## src/rtl/pipe_control_unit.sv

```systemverilog
`default_nettype none
// ============================================================================
// Module  : pipe_control_unit
// Brief   : ID-stage decoder with ID/EX, EX/MEM and MEM/WB control registers,
//           load-use stall, IF/ID flush and a multi-cycle MADDU sequencer.
// Revision: 1.0  initial release
// ============================================================================
module pipe_control_unit #(
    parameter int MADDU_LAT = 4,
    parameter int RADDR_W   = 5,
    parameter int LU_DETECT = 1
) (
    input  logic               clk,
    input  logic               rst_n,
    input  logic [5:0]         Opcode,
    input  logic [RADDR_W-1:0] IfId_Rs,
    input  logic [RADDR_W-1:0] IfId_Rt,
    input  logic [RADDR_W-1:0] IdEx_Rt,
    input  logic               BrTaken,
    output logic               Branch,
    output logic               Jump,
    output logic               ExtendSel,
    output logic               Illegal,
    output logic               PcWrite,
    output logic               IfIdWrite,
    output logic               IfIdFlush,
    output logic [7:0]         IdEx_Ctrl,
    output logic [3:0]         ExMem_Ctrl,
    output logic [1:0]         MemWb_Ctrl,
    output logic               MaddBusy
);

    localparam int CNT_W = (MADDU_LAT > 1) ? $clog2(MADDU_LAT) : 1;

    typedef enum logic [0:0] {S_IDLE = 1'b0, S_MADD = 1'b1} state_t;

    state_t             r_state;
    logic [CNT_W-1:0]   r_cnt;
    logic [7:0]         r_idex_ctrl;
    logic               r_idex_madd;
    logic [3:0]         r_exmem_ctrl;
    logic [1:0]         r_memwb_ctrl;

    logic [7:0]         w_bundle;
    logic               w_is_madd;
    logic               w_busy;
    logic               w_lu;

    always_comb begin
        w_bundle  = 8'h00;
        Branch    = 1'b0;
        Jump      = 1'b0;
        ExtendSel = 1'b0;
        Illegal   = 1'b0;
        case (Opcode)
            6'd0, 6'd28: w_bundle = 8'b1100_0010;
            6'd9: begin
                w_bundle  = 8'b0001_0010;
                ExtendSel = 1'b1;
            end
            6'd35: begin
                w_bundle  = 8'b0001_1011;
                ExtendSel = 1'b1;
            end
            6'd43: begin
                w_bundle  = 8'b0001_0100;
                ExtendSel = 1'b1;
            end
            6'd4: begin
                w_bundle  = 8'b0010_0000;
                ExtendSel = 1'b1;
                Branch    = 1'b1;
            end
            6'd2: begin
                ExtendSel = 1'b1;
                Jump      = 1'b1;
            end
            default: Illegal = 1'b1;
        endcase
    end

    assign w_is_madd = (Opcode == 6'd28);

    // A MADDU in EX freezes the front end until its counter drains to zero.
    assign w_busy = (r_state == S_MADD) && (r_cnt != '0) && r_idex_madd;

    assign w_lu = (LU_DETECT != 0) && r_idex_ctrl[3] && (IdEx_Rt != '0) &&
                  ((IdEx_Rt == IfId_Rs) || (IdEx_Rt == IfId_Rt)) && !w_busy;

    assign PcWrite    = !(w_busy || w_lu);
    assign IfIdWrite  = !(w_busy || w_lu);
    assign IfIdFlush  = !w_busy && !w_lu && (Jump || (Branch && BrTaken));
    assign MaddBusy   = w_busy;
    assign IdEx_Ctrl  = r_idex_ctrl;
    assign ExMem_Ctrl = r_exmem_ctrl;
    assign MemWb_Ctrl = r_memwb_ctrl;

    always_ff @(posedge clk) begin
        if (!rst_n) begin
            r_state      <= S_IDLE;
            r_cnt        <= '0;
            r_idex_ctrl  <= 8'h00;
            r_idex_madd  <= 1'b0;
            r_exmem_ctrl <= 4'h0;
            r_memwb_ctrl <= 2'b00;
        end else if (w_busy) begin
            r_cnt        <= r_cnt - CNT_W'(1);
            r_exmem_ctrl <= 4'h0;
            r_memwb_ctrl <= r_exmem_ctrl[1:0];
        end else if (w_lu) begin
            r_state      <= S_IDLE;
            r_idex_ctrl  <= 8'h00;
            r_idex_madd  <= 1'b0;
            r_exmem_ctrl <= r_idex_ctrl[3:0];
            r_memwb_ctrl <= r_exmem_ctrl[1:0];
        end else begin
            r_idex_ctrl  <= w_bundle;
            r_idex_madd  <= w_is_madd;
            r_exmem_ctrl <= r_idex_ctrl[3:0];
            r_memwb_ctrl <= r_exmem_ctrl[1:0];
            if (w_is_madd && (MADDU_LAT > 1)) begin
                r_state <= S_MADD;
                r_cnt   <= CNT_W'(MADDU_LAT - 1);
            end else begin
                r_state <= S_IDLE;
                r_cnt   <= '0;
            end
        end
    end

endmodule
`default_nettype wire

```

## config.mk

```make
export PLATFORM = sky130hd
export DESIGN_NAME = pipe_control_unit
export DESIGN_NICKNAME = d
export VERILOG_FILES = /design/src/rtl/pipe_control_unit.sv
export SDC_FILE = /design/constraint.sdc
export NUM_CORES = 1
export LEC_CHECK = 0
export CAP_MARGIN = 20
export CORE_MARGIN = 3
export CORE_UTILIZATION = 55
export CTS_CLUSTER_SIZE = 8
export DETAILED_ROUTE_END_ITERATION = 16
export DONT_BUFFER_PORTS = 1
export PLACE_DENSITY = 0.7
export SYNTH_ARGS = -nofsm -noshare
export SYNTH_HDL_FRONTEND = slang
export SYNTH_SLANG_ARGS = --single-unit
```

## constraint.sdc

```tcl
create_clock -name clk -period 1.9 [get_ports clk]
set_input_delay 0.38 -clock clk [delete_from_list [all_inputs] [get_ports clk]]
set_output_delay 0.38 -clock clk [all_outputs]
set_load 0.05 [all_outputs]
```

==> flow_summary.toml, run 1 <==
[outcome]
status = "complete, no violations"

[floorplanning]
rows = 14
ios = 46
dieArea_um2 = 2180
fp.dieH_um = 46.7
core_um2 = 1520
start_util_pct = 59.7
die_w_um = 46.7

[synth]
synth_area_leader_cell = "dfxtp_1"
syn_inst = 108
synthDistinctLibCells = 33
yosysSeqAreaShare_pct = 30.8
yosysTopAreaCellShare_pct = 30.8
syn_nets = 133
synth_area_per_cell_um2 = 8.42
synth.most_common_cell = "dfxtp_1"
async_flop_share_pct = 0
synth_edf_count = 0
ys_top_cells_by_count = "dfxtp_1 (14), nor2_1 (12), xor2_1 (10)"
yosys_most_used_dff = "dfxtp_1"
synthTopCellsByArea = "dfxtp_1 (31%), xor2_1 (9.6%), a21boi_0 (5.8%)"
ys_warn_count = 0
synth-seq-cells = 14
synth_area_um2 = 910

[placed_design]
place_area_um2 = 1080
numPortBuffers = 0
pre_cts_slack_ns = -0.0920
place_congestion = 0.824
dp_hpwl_um = 1560

[hold_path]
worstHoldPathCells = 1
hold_class = "primary input to register"

[global_routing]
grt_pass1_vias = 804
grt-ovfl-total = 0
antenna_found_initial = 0
grt_use_total_pct = 20.1
grt_start_max_net_pins = 17
grt_first_pass_wirelength_um = 3260

[power_and_ir_drop]
vdd_drop_max_v = 0.000237
p_int_uw = 451
power_frac_comb_pct = 14.4
p_leak_uw = 0.000463
switching_share_pct = 24.0
seqPwrFrac_pct = 50.9
netSwitchingPower_uw = 143
p_per_area_nw_per_um2 = 524
p_clk_share_pct = 34.7
total_power_uw = 593

[worst_setup_path]
crit_path_end_kind = "output port"
cp_max_fo = 5
cp.required_ns = 1.52
slowest_delay_ns = 0.38
cp_cell_sequence = "or3_4, nor4b_4, a21oi_2, nor3_4, buf_12"
setup.worst_path.start_class = "primary input"
slowest_stage = "or3_4"
critPathKind = "primary input to output port"
r2r_slack_ns = 0.39
arrival_ns = 1.49
worst-r2r-cell-count = 7

[clock_network]
numClockSinks = 14
clock_path_buffers = 2
cts-root-buf = "clkbuf_4"
numCtsBuffers = 3
clkLatencyLatePin_ns = 0.27
ctsHoldBuffers = 0
cts_tree = "done"
cts_max_level = 1
cts.clk_slew.worst_paths_ns = 0.08

[timing]
tightest_slew_ns = 0.557
setup_viol = 0
period_share_pct = 98.6
fin_skew_ns = 0.00554
timing.final.ws_setup_ns = 0.0268
fmax_mhz = 534
hold-worst-slack_ns = 0.222
fin_crit_ns = 1.87
rsz0062_at_grt = "true"
relSlewSlack_pct = 62.8
hold_viol_final = 0
slew_viol_final = 0

[layout]
diodes = 0
finish.utilization_pct = 74.3
fin_nets = 148
syn_to_final_growth_pct = 24.5
fin_area_um2 = 1130
final_layout_size_suffix_gt1_share_pct = 31.1

[route]
drc = 0
drt-total-wl_um = 1900
dr.pass1.iters = 4
drtIter0Drc = 24
ant_nets = 0
wl_per_cell_um = 13.8
viasPerCell = 5.88
vias = 812

[run]
maxCapViolations = 0
-- power by group through the flow --
| stage | sequential, µW | combinational (µW) | clock [µW] |
|---|---|---|---|
| 2_1_floorplan | 310 | 69.7 | 0 |
| 3_3_place_gp | 309 | 82.7 | 0 |
| 3_5_place_dp | 309 | 85.2 | 0 |
| 4_1_cts | 302 | 85.9 | 212 |
| 5_1_grt | 302 | 93.0 | 228 |
| 6_report | 302 | 85.5 | 206 |
-- cells by family (layout without fill, tap and decap cells) --
logic type	count (synthesis)	count (layout)	synth area share, %
and+or+nand+nor	46	46	30.1
AOI/OAI and AO/OA	26	26	21.7
DFF	14	14	30.8
buffers and inverters	11	25	6.33
xor gates and xnor gates	10	10	9.63
adders and majority gates	1	1	1.38
-- worst max-delay path: cells and delay by family --
family / cells / cell delay (ns)
AO/OA/AOI/OAI: 1 / 0.11
AND/OR/NAND/NOR: 3 / 0.84
buffers and inverters: 1 / 0.16
-- layer usage --
layer	share of wire (%)	vias up	global-route usage (%)
met1	41	370	26.5
met4	0	0	4.97
met2	51	37	32.4
met3	7.7	0	5.08
met5	0	-	0
li1	-	405	-
-- path summary, 6_finish.rpt --
path,to,startpoint
worst max register to register,r_cnt[0]$_SDFFE_PN0P_,r_cnt[0]$_SDFFE_PN0P_
worst min-delay path,MemWb_Ctrl[0]$_SDFF_PN0_,rst_n
worst max-delay path,IfIdFlush,Opcode[0]
worst min register to register,r_cnt[1]$_SDFFE_PN0P_,r_cnt[1]$_SDFFE_PN0P_
-- metrics by stage --
stage | TNS, ns | instances
after global routing | -0.00936 | 138
after global placement | -0.0601 | 132
after detailed placement | -0.0920 | 132
after CTS | -0.000105 | 138
after floorplan | -1.97 | 108
final | 0 | 138
-- cell usage in the layout (no fill, tap or decap), drive strengths merged, types with 2 or more instances in the layout --
| cell type | netlist | layout |
|---|---|---|
| a21boi | 7 | 7 |
| a21oi | 3 | 3 |
| and2 | 3 | 3 |
| and3 | 3 | 3 |
| buf | 5 | 18 |
| clkbuf | 3 | 4 |
| dfxtp | 14 | 14 |
| inv | 3 | 3 |
| nand2 | 9 | 9 |
| nand3 | 4 | 4 |
| nor2 | 12 | 12 |
| nor3 | 5 | 5 |
| o211ai | 3 | 3 |
| o21ai | 8 | 8 |
| o31ai | 2 | 2 |
| or3 | 2 | 2 |
| xor2 | 10 | 10 |
-- repair_timing --
action / CTS / global route
setup endpoints to repair: 1 / 6
buffers inserted: 2 / 0
pin swaps: 3 / 2
gates resized for setup: 0 / 1
-- flip-flops by register name (all words and copies together), names as in the netlist --
| signal | count |
|---|---|
| r_state | 1 |
| MemWb_Ctrl | 2 |
| r_cnt | 2 |
| IdEx_Ctrl | 6 |
| ExMem_Ctrl | 3 |
-- area by class of cell --
type	instances	area, µm²
Multi-Input combinational cell	83	612
Fill cell	121	392
Sequential cell	14	280
Timing Repair Buffer	18	173
Clock buffer	4	36.3
Tap cell	16	20.0
Inverter	3	11.3
Note: power is estimated with default switching activity, not from simulation.
==> inputs of run 2 (changes only) <==
--- a/config.mk
+++ b/config.mk
@@ -7,11 +7,10 @@
 export LEC_CHECK = 0
 export CAP_MARGIN = 20
 export CORE_MARGIN = 3
-export CORE_UTILIZATION = 55
+export CORE_UTILIZATION = 39
 export CTS_CLUSTER_SIZE = 8
 export DETAILED_ROUTE_END_ITERATION = 16
-export DONT_BUFFER_PORTS = 1
-export PLACE_DENSITY = 0.7
+export PLACE_DENSITY = 0.79
 export SYNTH_ARGS = -nofsm -noshare
 export SYNTH_HDL_FRONTEND = slang
 export SYNTH_SLANG_ARGS = --single-unit
==> flow_summary.toml, run 2 (synthesized netlist as in run 1, its figures left out) <==
[layout]
fin_nets = 208
layout_common_cells = "buf_4 (35), dfxtp_1 (14), clkdlybuf4s50_1 (13), dlygate4sd2_1 (11), xor2_1 (9)"
syn_to_final_growth_pct = 90.6
fillers = 129
final_common_cell = "buf_4"
multiInputGateArea_um2 = 631
diodes = 0
final_layout_size_suffix_gt1_share_pct = 41.2
regArea_um2 = 280
largest_reg_flops = 6
fin_area_um2 = 1730

[floorplanning]
die_w_um = 54.3
rows = 16
ios = 46
start_util_pct = 43.7
core_um2 = 2080
dieArea_um2 = 2950
fp.dieH_um = 54.3

[timing]
fin_crit_ns = 2.08
hold-worst-slack_ns = 0.485
relSlewSlack_pct = 63.9
timing.final.ws_setup_ns = -0.180
fmax_mhz = 481
slew_viol_final = 0
hold_viol_final = 0
tightest_slew_ns = 0.539
setup_viol = 7
period_share_pct = 109
tns_ns = -0.616
rsz0062_at_grt = "true"
fin_skew_ns = 0.0108

[hold_path]
hold_class = "register to register"
hold_path_end = "MemWb_Ctrl[0]$_SDFF_PN0_"
worstHoldPathCells = 1
min-delay-start = "ExMem_Ctrl[0]$_SDFF_PP0_"

[worst_setup_path]
worst-r2r-cell-count = 9
setup.worst_path.start_class = "primary input"
crit_path_end_kind = "output port"
r2r_start = "r_cnt[0]$_SDFFE_PN0P_"
critPathKind = "primary input to output port"
arrival_ns = 1.70
cp.required_ns = 1.52
r2r_slack_ns = 0
r2r_end = "IdEx_Ctrl[3]$_SDFFE_PN0N_"
cp_max_fo = 3

[outcome]
status = "finished with violations"
violations = "negative setup slack"

[global_routing]
grt_start_max_net_pins = 13
grt_pass1_vias = 1098
grt_first_pass_wirelength_um = 5030
grt-ovfl-total = 0
grt_use_total_pct = 23.4
antenna_found_initial = 0

[placed_design]
place_area_um2 = 1640
place_congestion = 0.815
numPortBuffers = 45
dp_hpwl_um = 2270

[clock_network]
ctsHoldBuffers = 0
cts-root-buf = "clkbuf_4"
numClockSinks = 14
numCtsBuffers = 3
cts.clk_slew.worst_paths_ns = 0.08
cts_tree = "done"
cts_max_level = 1
clock_path_buffers = 2
clkLatencyLatePin_ns = 0.28

[route]
wl_per_cell_um = 17.1
drc = 0
dr.pass1.iters = 5
vias = 1150
ant_nets = 0
drtIter0Drc = 73
drt-total-wl_um = 3580
viasPerCell = 5.50

[power_and_ir_drop]
vdd_drop_max_v = 0.000344
p_per_area_nw_per_um2 = 406
p_leak_uw = 0.000770

[run]
maxCapViolations = 0
## run 2: cell count changes in the layout (fill, tap and decap cells not counted), sizes merged
cell / change
clkdlybuf4s15: +3
dlymetal6s2s: +1
inv: -1
buf: +32
dlygate4sd2: +11
clkdlybuf4s50: +13
clkinvlp: +1
## run 2: how the worst max path moves through the flow
| stage | end | depth (start not counted) | start |
|---|---|---|---|
| floorplan | IfIdFlush | 4 | Opcode[0] |
| global placement | IfIdFlush | 6 | Opcode[0] |
| detailed placement | IfIdFlush | 6 | Opcode[0] |
| CTS | IfIdFlush | 6 | Opcode[5] |
| global route | IfIdFlush | 6 | Opcode[5] |
| finish | IfIdFlush | 6 | Opcode[5] |
## run 2: critical path, stage by stage
cell and delay (ns):
buf_6 0.09, or3_4 0.40, nor4b_4 0.38, a21oi_2 0.12, nor3_4 0.16, buf_12 0.16
## run 2: timing repair
| action | in CTS | in global routing |
|---|---|---|
| hold endpoints to repair | 0 | 0 |
| setup endpoints to repair | 10 | 8 |
| resized for setup | 53 | 3 |
| buffers inserted | 5 | 4 |
| gates cloned | 0 | 0 |
| pin swaps | 23 | 2 |
## run 2: layer usage
metal | up-vias | GRT usage (%) | share of wire (%)
met2 | 84 | 43.4 | 51
met5 | - | 0 | 0
met1 | 521 | 26.8 | 35
met4 | 0 | 7.05 | 6.1
met3 | 24 | 4.36 | 8.4
li1 | 521 | - | -
## run 2: per-stage QoR
step                      utilization (%)  worst slack, ns  power [µW]  instances
final                                83.3           -0.180         704        209
after floorplan                         -           -0.651         380        108
after global placement               78.7           -0.500         485        197
after global routing                 83.3           -0.230         733        209
after CTS                            81.4           -0.106         693        205
after detailed placement             78.7           -0.518         491        197
## run 2: final cells by class
type / instances / area share (%)
Clock buffer: 4 / 2.09
Inverter: 3 / 0.866
Multi-Input combinational cell: 83 / 36.4
Sequential cell: 14 / 16.2
Tap cell: 27 / 1.95
Timing Repair Buffer: 78 / 42.6
## run 2: power by group
group	leakage (µW)	total (µW)	switching, µW	internal [µW]
sequential	0.000113	297	1.59	295
clock	0.0000210	219	102	116
combinational	0.000636	189	94.2	94.3
total	0.000770	704	198	506
